==> src/rtl/dram_write_bridge.sv <==
// dram_write_bridge: buffers packer write beats in a small FIFO and issues them
// to the DDR controller user interface as single-beat write bursts. The command
// and write-data handshakes complete independently, and the entry is popped once
// both of them have been accepted.
module dram_write_bridge #(
   parameter int unsigned MEM_IF_WIDTH = 128,
   parameter int unsigned ADX_WIDTH    = 27,
   parameter int unsigned FIFO_DEPTH   = 4,
   parameter int unsigned LEVEL_WIDTH  = 3
) (
   input  logic                      clk,
   input  logic                      reset,
   input  logic                      write_req,
   input  logic [MEM_IF_WIDTH-1:0]   dram_data,
   input  logic [ADX_WIDTH-1:0]      dram_adx,
   output logic                      write_allowed,
   input  logic                      init_calib_complete,
   output logic [ADX_WIDTH-1:0]      app_addr,
   output logic [2:0]                app_cmd,
   output logic                      app_en,
   input  logic                      app_rdy,
   output logic [MEM_IF_WIDTH-1:0]   app_wdf_data,
   output logic                      app_wdf_wren,
   output logic                      app_wdf_end,
   output logic [MEM_IF_WIDTH/8-1:0] app_wdf_mask,
   input  logic                      app_wdf_rdy,
   output logic [LEVEL_WIDTH-1:0]    fifo_level,
   output logic                      overflow,
   output logic                      idle
);

   localparam int unsigned PTR_WIDTH   = (FIFO_DEPTH > 1) ? $clog2(FIFO_DEPTH) : 1;
   localparam int unsigned ENTRY_WIDTH = ADX_WIDTH + MEM_IF_WIDTH;

   typedef enum logic [0:0] {
      IDLE  = 1'b0,
      ISSUE = 1'b1
   } state_t;

   state_t                  state;
   state_t                  state_next;

   logic [ENTRY_WIDTH-1:0]  mem [FIFO_DEPTH];
   logic [ENTRY_WIDTH-1:0]  head;
   logic [PTR_WIDTH-1:0]    wr_ptr;
   logic [PTR_WIDTH-1:0]    rd_ptr;
   logic [LEVEL_WIDTH-1:0]  level;

   logic                    full;
   logic                    empty;
   logic                    push;
   logic                    pop;
   logic                    entries_left;

   logic                    cmd_done;
   logic                    data_done;
   logic                    cmd_hit;
   logic                    dat_hit;

   // FIFO occupancy flags and the packer-side accept decision
   assign full          = (level == LEVEL_WIDTH'(FIFO_DEPTH));
   assign empty         = (level == '0);
   assign write_allowed = init_calib_complete & ~full;
   assign push          = write_req & write_allowed;

   // Entries still queued after a pop, including one arriving this cycle
   assign entries_left  = (level > LEVEL_WIDTH'(1)) | push;

   // Head entry drives both the command address and the write data
   assign head          = mem[rd_ptr];
   assign app_addr      = head[ENTRY_WIDTH-1 -: ADX_WIDTH];
   assign app_wdf_data  = head[MEM_IF_WIDTH-1:0];

   // Fixed controller fields: write command, single-beat bursts, no byte masking
   assign app_cmd       = 3'b000;
   assign app_wdf_end   = app_wdf_wren;
   assign app_wdf_mask  = '0;

   assign fifo_level    = level;
   assign idle          = empty & (state == IDLE);

   // FIFO storage; contents need no reset since level/pointers qualify them
   always_ff @(posedge clk) begin
      if (push) begin
         mem[wr_ptr] <= {dram_adx, dram_data};
      end
   end

   // Write/read pointers and occupancy count
   always_ff @(posedge clk) begin
      if (reset) begin
         wr_ptr <= '0;
         rd_ptr <= '0;
         level  <= '0;
      end else begin
         if (push) begin
            wr_ptr <= wr_ptr + PTR_WIDTH'(1);
         end
         if (pop) begin
            rd_ptr <= rd_ptr + PTR_WIDTH'(1);
         end
         if (push && !pop) begin
            level <= level + LEVEL_WIDTH'(1);
         end else if (pop && !push) begin
            level <= level - LEVEL_WIDTH'(1);
         end
      end
   end

   // Sticky flag for write requests dropped because the bridge could not accept
   always_ff @(posedge clk) begin
      if (reset) begin
         overflow <= 1'b0;
      end else if (write_req && !write_allowed) begin
         overflow <= 1'b1;
      end
   end

   // Per-entry handshake completion; both flags clear together when the entry pops
   always_ff @(posedge clk) begin
      if (reset) begin
         cmd_done  <= 1'b0;
         data_done <= 1'b0;
      end else if (pop) begin
         cmd_done  <= 1'b0;
         data_done <= 1'b0;
      end else begin
         if (cmd_hit) begin
            cmd_done <= 1'b1;
         end
         if (dat_hit) begin
            data_done <= 1'b1;
         end
      end
   end

   // FSM state register
   always_ff @(posedge clk) begin
      if (reset) begin
         state <= IDLE;
      end else begin
         state <= state_next;
      end
   end

   // FSM next state, strobes and pop decision
   always_comb begin
      state_next   = state;
      app_en       = 1'b0;
      app_wdf_wren = 1'b0;
      cmd_hit      = 1'b0;
      dat_hit      = 1'b0;
      pop          = 1'b0;

      case (state)
         IDLE: begin
            if (!empty && init_calib_complete) begin
               state_next = ISSUE;
            end
         end

         ISSUE: begin
            app_en       = ~cmd_done;
            app_wdf_wren = ~data_done;
            cmd_hit      = ~cmd_done & app_rdy;
            dat_hit      = ~data_done & app_wdf_rdy;
            pop          = (cmd_done | cmd_hit) & (data_done | dat_hit);
            // Calibration loss lets the current entry finish, then parks in IDLE
            if (pop) begin
               if (entries_left && init_calib_complete) begin
                  state_next = ISSUE;
               end else begin
                  state_next = IDLE;
               end
            end
         end

         default: begin
            state_next = IDLE;
         end
      endcase
   end

endmodule

==> config.mk <==
export PLATFORM = sky130hd
export DESIGN_NAME = dram_write_bridge
export DESIGN_NICKNAME = d
export VERILOG_FILES = /design/src/rtl/dram_write_bridge.sv
export SDC_FILE = /design/constraint.sdc
export NUM_CORES = 1
export LEC_CHECK = 0
export ABC_AREA = 0
export CAP_MARGIN = 20
export CORE_MARGIN = 4
export CORE_UTILIZATION = 54
export CTS_CLUSTER_SIZE = 20
export DETAILED_ROUTE_END_ITERATION = 8
export GPL_ROUTABILITY_DRIVEN = 0
export PLACE_DENSITY = 0.79
export SLEW_MARGIN = 15
export SYNTH_ARGS = -nofsm -noshare
export SYNTH_HDL_FRONTEND = slang
export SYNTH_SLANG_ARGS = --single-unit
==> constraint.sdc <==
create_clock -name clk -period 7.2 [get_ports clk]
set_input_delay 1.44 -clock clk [delete_from_list [all_inputs] [get_ports clk]]
set_output_delay 1.44 -clock clk [all_outputs]
set_load 0.03 [all_outputs]
==> results.json, run 1 <==
{
  "run_status": "finished clean",
  "irDropWorstVdd_mv": 0.226,
  "power.switching_fraction_pct": 21.6,
  "critical_path.cell_chain": "buf_12 -> mux4_2 -> clkdlybuf4s50_1",
  "post_cts_hold_buffer_count": 0,
  "synth_top_cells_by_area": "sky130_fd_sc_hd__edfxtp_1, sky130_fd_sc_hd__mux4_2, sky130_fd_sc_hd__dfxtp_1",
  "num_rows": 75,
  "grt_pass1_vias": 11300,
  "drt-vias-per-instance": 5.71,
  "synth-seq-area-share_pct": 81.4,
  "synth_largest_area_cell": "sky130_fd_sc_hd__edfxtp_1",
  "drc": 0,
  "setup_repair_after_global_routing_missed_its_margin": "false",
  "die_x_um": 215,
  "grt_start_max_net_pins": 103,
  "cts_tree": "done",
  "synthCells": 905,
  "tritoncts_num_sinks": 633,
  "vias": 10600,
  "slowest_library_cell_on_the_worst_path": "sky130_fd_sc_hd__dfxtp_4",
  "finalSetupViolCount": 0,
  "final_layout_size_suffix_gt1_share_pct": 19.9,
  "area_growth_from_synthesis_to_layout_pct": 24.5,
  "detail_route.wirelength_mm": 45.6,
  "largest_stage_delay_on_the_critical_path_ps": 740,
  "ioPinCount": 344,
  "buffers_inserted_during_post_cts_setup_optimization": 0,
  "p_clk_share_pct": 38.2,
  "numPortBuffers": 324,
  "wire_per_inst_um": 24.5,
  "netSwitchingPower_mw": 1.71,
  "skew_ps": 19.0,
  "p_comb_share_pct": 9.0,
  "yosys.cell_types.count": 28,
  "synth_top_cell_area_share_pct": 80.2,
  "critical_path.top_delay_family": "buffers and inverters",
  "grt_pass1_wl_mm": 70.0,
  "finish.net_count": 1437,
  "global_route.usage.total_pct": 19.8,
  "p_leak_nw": 9.04,
  "critical_path_arrival_ps": 3420,
  "height_of_the_die_um": 215,
  "clockRootBuffer": "sky130_fd_sc_hd__clkbuf_16",
  "maxCapViolCount": 0,
  "minimum_setup_slack_after_placement_ps": 2660,
  "max_clock_freq_ghz": 0.206,
  "final_design_area_no_fill_sq_um": 28900,
  "worstSetupPathType": "flop to output pin",
  "seqPwrFrac_pct": 52.8,
  "dominantRegCellSynth": "sky130_fd_sc_hd__edfxtp_1",
  "cts.htree.levels": 2,
  "dr.pass1.iters": 5,
  "share_of_synthesized_registers_carrying_an_async_set_or_reset_pct": 0,
  "post_dp_cell_area_sq_um": 27000,
  "finalCriticalPeriod_ps": 4860,
  "synthesis.yosys.warnings": 0,
  "setup_slack_ps": 2340,
  "crit_fanout": 99,
  "p_per_area_nw_per_um2": 274,
  "hold_path_class": "flop to flop",
  "dp_hpwl_mm": 26.9,
  "drt_iter0_markers": 955,
  "numCtsBuffers": 60,
  "mostFrequentLayoutCell": "sky130_fd_sc_hd__edfxtp_1",
  "internal-power_mw": 6.21,
  "worst_ep_required_time_ps": 5760,
  "max_slew_margin_pct": 33.3,
  "coreArea_sq_um": 42200,
  "fin_total_pwr_mw": 7.92,
  "drv_slew": 0,
  "globalRouteOverflowTotal": 0,
  "ctsLongestPathBuffers": 3,
  "syn-mean-instance-area_sq_um": 25.6,
  "setup.worst_path.end_class": "output pin",
  "layout.filler_cells": 2590,
  "critical_path_buffer_and_inverter_count": 2,
  "cts.reportedPaths.clkPinSlew_ps": 60,
  "ant_nets": 0,
  "die_area_sq_um": 46300,
  "slew_at_the_pin_with_the_worst_max_slew_slack_ps": 1000,
  "seqCellArea_sq_um": 18900,
  "clk-insertion-delay-late_ps": 600,
  "worstSetupStartpointType": "flop",
  "multi_input_area_sq_um": 3960,
  "min_period_over_period_pct": 67.5,
  "cts-resized-gates": 0,
  "ys_seq_elements": 633,
  "initial_util_pct": 54.9,
  "setup_tns_ps": 0,
  "post_synth_edffs": 620,
  "most-common-layout-cells": "sky130_fd_sc_hd__edfxtp_1, sky130_fd_sc_hd__clkdlybuf4s50_1, sky130_fd_sc_hd__mux4_2",
  "antenna_found_initial": 8,
  "hold_violations": 0,
  "synth.cell_area_sq_um": 23200
}
-- power groups by stage --
stage | clock (mW) | combinational (mW) | sequential [mW]
2_1_floorplan | 0 | 0.395 | 4.26
3_3_place_gp | 0 | 0.709 | 4.25
3_5_place_dp | 0 | 0.719 | 4.26
4_1_cts | 3.09 | 0.725 | 4.18
5_1_grt | 3.25 | 0.756 | 4.18
6_report | 3.02 | 0.716 | 4.18
-- through the flow --
| step | util (%) | hold slack, ps | instances |
|---|---|---|---|
| final | 68.4 | 503 | 1856 |
| after global routing | 68.4 | 530 | 1855 |
| after CTS | 68.4 | 500 | 1854 |
| after detailed placement | 63.9 | 486 | 1744 |
| after global placement | 63.8 | 457 | 1743 |
| after floorplan | - | 454 | 923 |
-- cell families (layout without fill, tap and decap cells) --
| kind of cell | count (synthesis) | in the layout | synth area share [%] |
|---|---|---|---|
| other | 1 | 21 | 0.0162 |
| DFF | 633 | 633 | 81.4 |
| AOI/OAI and AO/OA | 17 | 17 | 0.485 |
| muxes | 157 | 157 | 15.1 |
| and+or+nand+nor | 23 | 23 | 0.502 |
| adders and majority gates | 9 | 9 | 0.485 |
| xor gates and xnor gates | 2 | 2 | 0.0755 |
| buffers and inverters | 63 | 455 | 1.94 |
-- path summary, 6_finish.rpt --
check | from | to | slack (ps) | cells after the start
hold reg to reg | rd_ptr[1]$_SDFFE_PP0P_ | flop | 500 | 2
setup / recovery | flop | app_addr[25] | 2340 | 3
setup reg to reg | fifo_level[0]$_SDFFE_PP0P_ | mem[0][14]$_DFFE_PP_ | 4050 | 6
hold / removal | rd_ptr[1]$_SDFFE_PP0P_ | flop | 500 | 2
-- worst reg2reg max path, stage by stage (launching register included) --
cell	delay, ps
sky130_fd_sc_hd__dfxtp_1	460
sky130_fd_sc_hd__inv_1	100
sky130_fd_sc_hd__ha_1	230
sky130_fd_sc_hd__a21bo_2	250
sky130_fd_sc_hd__inv_1	190
sky130_fd_sc_hd__and3_4	610
sky130_fd_sc_hd__buf_4	840
-- final cells by class --
class                      count  share of cell area, %
inverter                       8                  0.104
clock inverter                33                  0.962
tap                          539                   2.33
antenna                        2                 0.0173
sequential                   633                   65.4
timing repair buffer         337                   11.9
multi-input combinational    227                   13.7
clock buffer                  77                   5.63
-- metal layers --
| metal | vias to the layer above | part of all wire (%) | GRT usage [%] |
|---|---|---|---|
| met5 | - | 0.18 | 0 |
| met4 | 12 | 2.1 | 5.65 |
| met3 | 81 | 8.1 | 5.68 |
| li1 | 4579 | - | - |
| met1 | 5526 | 40 | 27.1 |
| met2 | 392 | 50 | 31.8 |
-- registers in the layout (all words and copies together), names as in the netlist, named ones only --
signal and count:
overflow 1, wr_ptr 2, state 1, fifo_level 3
rd_ptr 2, cmd_done 1, data_done 1, mem 620
-- cells in the mapped netlist (all sizes together), types with 2 or more instances --
cell type  instances
buf               52
nor2               7
inv                8
nand3              2
edfxtp           620
or3                2
ha                 9
o21ai              4
mux4             155
a21oi              9
dfxtp             13
nor2b              2
nor3               3
nand2              2
mux2i              2
and3               4
clkbuf             3
(Power assumes the default switching activity.)
==> inputs of run 2 (changes only) <==
Settings changed: CORE_UTILIZATION 54 to 49, PLACE_DENSITY 0.79 to 0.75.
Clock period 7.2 ns to 4.2 ns, I/O delays scaled along.
==> run 2 against run 1 <==
Combinational power increased by 76%. Total power is 73% higher. Die area grew 9.8%. Hold slack lost 8.8 ps. Utilization down 5.6 points. Non-clock buffer count increased by 25. Largest power group unchanged.
==> results.json, run 2 (synthesized netlist as in run 1, its figures left out) <==
{
  "p_per_area_nw_per_um2": 467,
  "antenna_found_initial": 4,
  "largest_stage_delay_on_the_critical_path_ps": 650,
  "setup.worst_path.end_class": "output pin",
  "ioPinCount": 344,
  "critical_path_buffer_and_inverter_count": 3,
  "die_x_um": 226,
  "crit_fanout": 29,
  "height_of_the_die_um": 226,
  "dr.pass1.iters": 5,
  "mostFrequentLayoutCell": "sky130_fd_sc_hd__edfxtp_1",
  "globalRouteOverflowTotal": 0,
  "finalSetupViolCount": 0,
  "worstSetupPathType": "flop to output pin",
  "tritoncts_num_sinks": 633,
  "dp_hpwl_mm": 28.9,
  "numCtsBuffers": 60,
  "timing.hold.ws_ps": 495,
  "worst_ep_required_time_ps": 3360,
  "setup_repair_after_global_routing_missed_its_margin": "false",
  "finish.net_count": 1462,
  "cts_tree": "done",
  "critical_path_arrival_ps": 2790,
  "clockRootBuffer": "sky130_fd_sc_hd__clkbuf_16",
  "internal-power_mw": 10.8,
  "cts-resized-gates": 0,
  "drv_slew": 0,
  "finalCriticalPeriod_ps": 3630,
  "most-common-layout-cells": "sky130_fd_sc_hd__edfxtp_1, sky130_fd_sc_hd__clkdlybuf4s50_1, sky130_fd_sc_hd__mux4_2",
  "drc": 0,
  "worstHoldStart": "rd_ptr[1]$_SDFFE_PP0P_",
  "post_cts_hold_buffer_count": 0,
  "drt-vias-per-instance": 5.48,
  "run_status": "finished clean",
  "critical_path.cell_chain": "buf_12 -> buf_4 -> mux4_2 -> clkdlybuf4s50_1",
  "final_layout_size_suffix_gt1_share_pct": 21.4,
  "wire_per_inst_um": 23.8,
  "grt_start_max_net_pins": 95,
  "clk-insertion-delay-late_ps": 600,
  "drt_iter0_markers": 685,
  "slowest_library_cell_on_the_worst_path": "sky130_fd_sc_hd__clkdlybuf4s50_1",
  "netSwitchingPower_mw": 2.91,
  "vias": 10600,
  "seqPwrFrac_pct": 52.2,
  "die_area_sq_um": 50900,
  "p_leak_nw": 9.23,
  "global_route.usage.total_pct": 18.2,
  "min_period_over_period_pct": 86.5,
  "hold_violations": 0,
  "critical_path.top_delay_family": "buffers and inverters",
  "irDropWorstVdd_mv": 0.387,
  "max_slew_margin_pct": 51.5,
  "setup_tns_ps": 0,
  "area_growth_from_synthesis_to_layout_pct": 26.3,
  "detail_route.wirelength_mm": 46.2,
  "num_rows": 79,
  "max_clock_freq_ghz": 0.275,
  "ant_nets": 0,
  "initial_util_pct": 49.7,
  "grt_pass1_wl_mm": 69.8,
  "maxCapViolCount": 0,
  "grt_pass1_vias": 11400,
  "buffers_inserted_during_post_cts_setup_optimization": 0,
  "ctsLongestPathBuffers": 3,
  "largest_register_ffs": 620,
  "p_comb_share_pct": 9.2,
  "cts.htree.levels": 2,
  "coreArea_sq_um": 46700,
  "register_containing_the_most_flip_flops_in_the_final_layout": "mem",
  "hold_path_class": "flop to flop",
  "skew_ps": 20.4,
  "worstSetupStartpointType": "flop",
  "power.switching_fraction_pct": 21.2,
  "cts.reportedPaths.clkPinSlew_ps": 60,
  "numPortBuffers": 324,
  "worstReg2RegStart": "fifo_level[0]$_SDFFE_PP0P_",
  "p_clk_share_pct": 38.5,
  "slew_at_the_pin_with_the_worst_max_slew_slack_ps": 727
}
-- run 2: cell types whose count changed in the layout (fill, tap and decap cells not counted), moves of 4 or more --
cell	delta
sky130_fd_sc_hd__buf_4	+15
sky130_fd_sc_hd__buf_12	+11
sky130_fd_sc_hd__clkinv_2	+5
sky130_fd_sc_hd__clkbuf_8	-4
-- run 2: final timing paths --
| kind | cells after the start | slack (ps) | end |
|---|---|---|---|
| min | 2 | 490 | flop |
| min reg2reg | 2 | 490 | flop |
| max | 4 | 570 | app_wdf_data[15] |
| max reg2reg | 6 | 1610 | mem[2][46]$_DFFE_PP_ |
-- run 2: power by group through the flow --
stage / clock network, mW / logic [mW] / registers, mW
floorplan: 0 / 0.677 / 7.29
finish: 5.28 / 1.26 / 7.15
detailed placement: 0 / 1.27 / 7.29
CTS: 5.40 / 1.28 / 7.15
global route: 5.68 / 1.34 / 7.16
global placement: 0 / 1.26 / 7.27
-- run 2: area by class of cell --
class                   count  area [sq um]
diodes                      2          5.00
clock buffers              73          1590
clock inverters            32           340
fillers                  3156         17400
inverters                   8          30.0
multi-input cells         227          3960
flip-flops and latches    633         18900
well taps                 607           759
repair buffers            362          3730
-- run 2: worst register-to-register path, stage by stage, from the launching register on --
cell                      delay (ps)
sky130_fd_sc_hd__dfxtp_1         440
sky130_fd_sc_hd__inv_1           100
sky130_fd_sc_hd__ha_1            220
sky130_fd_sc_hd__a21bo_2         250
sky130_fd_sc_hd__inv_1           180
sky130_fd_sc_hd__and3_4          700
sky130_fd_sc_hd__buf_4           390
-- run 2: metrics by stage --
stage	instance area, sq um	util [%]	worst slack [ps]	total power, mW	cells
finish	29300	62.8	568	13.7	1944
CTS	29300	62.8	488	13.8	1942
detailed placement	27400	58.7	888	8.56	1837
global placement	27400	58.7	893	8.53	1837
global route	29300	62.8	437	14.2	1944
floorplan	23300	-	359	7.97	923
-- run 2: metal layers --
layer / GRT usage (%) / up-vias / routed length [um]
met5: 0 / - / 27
met4: 5.33 / 4 / 1030
met3: 4.45 / 75 / 3180
met2: 29.5 / 366 / 23000
met1: 25.0 / 5580 / 19000
li1: - / 4624 / -
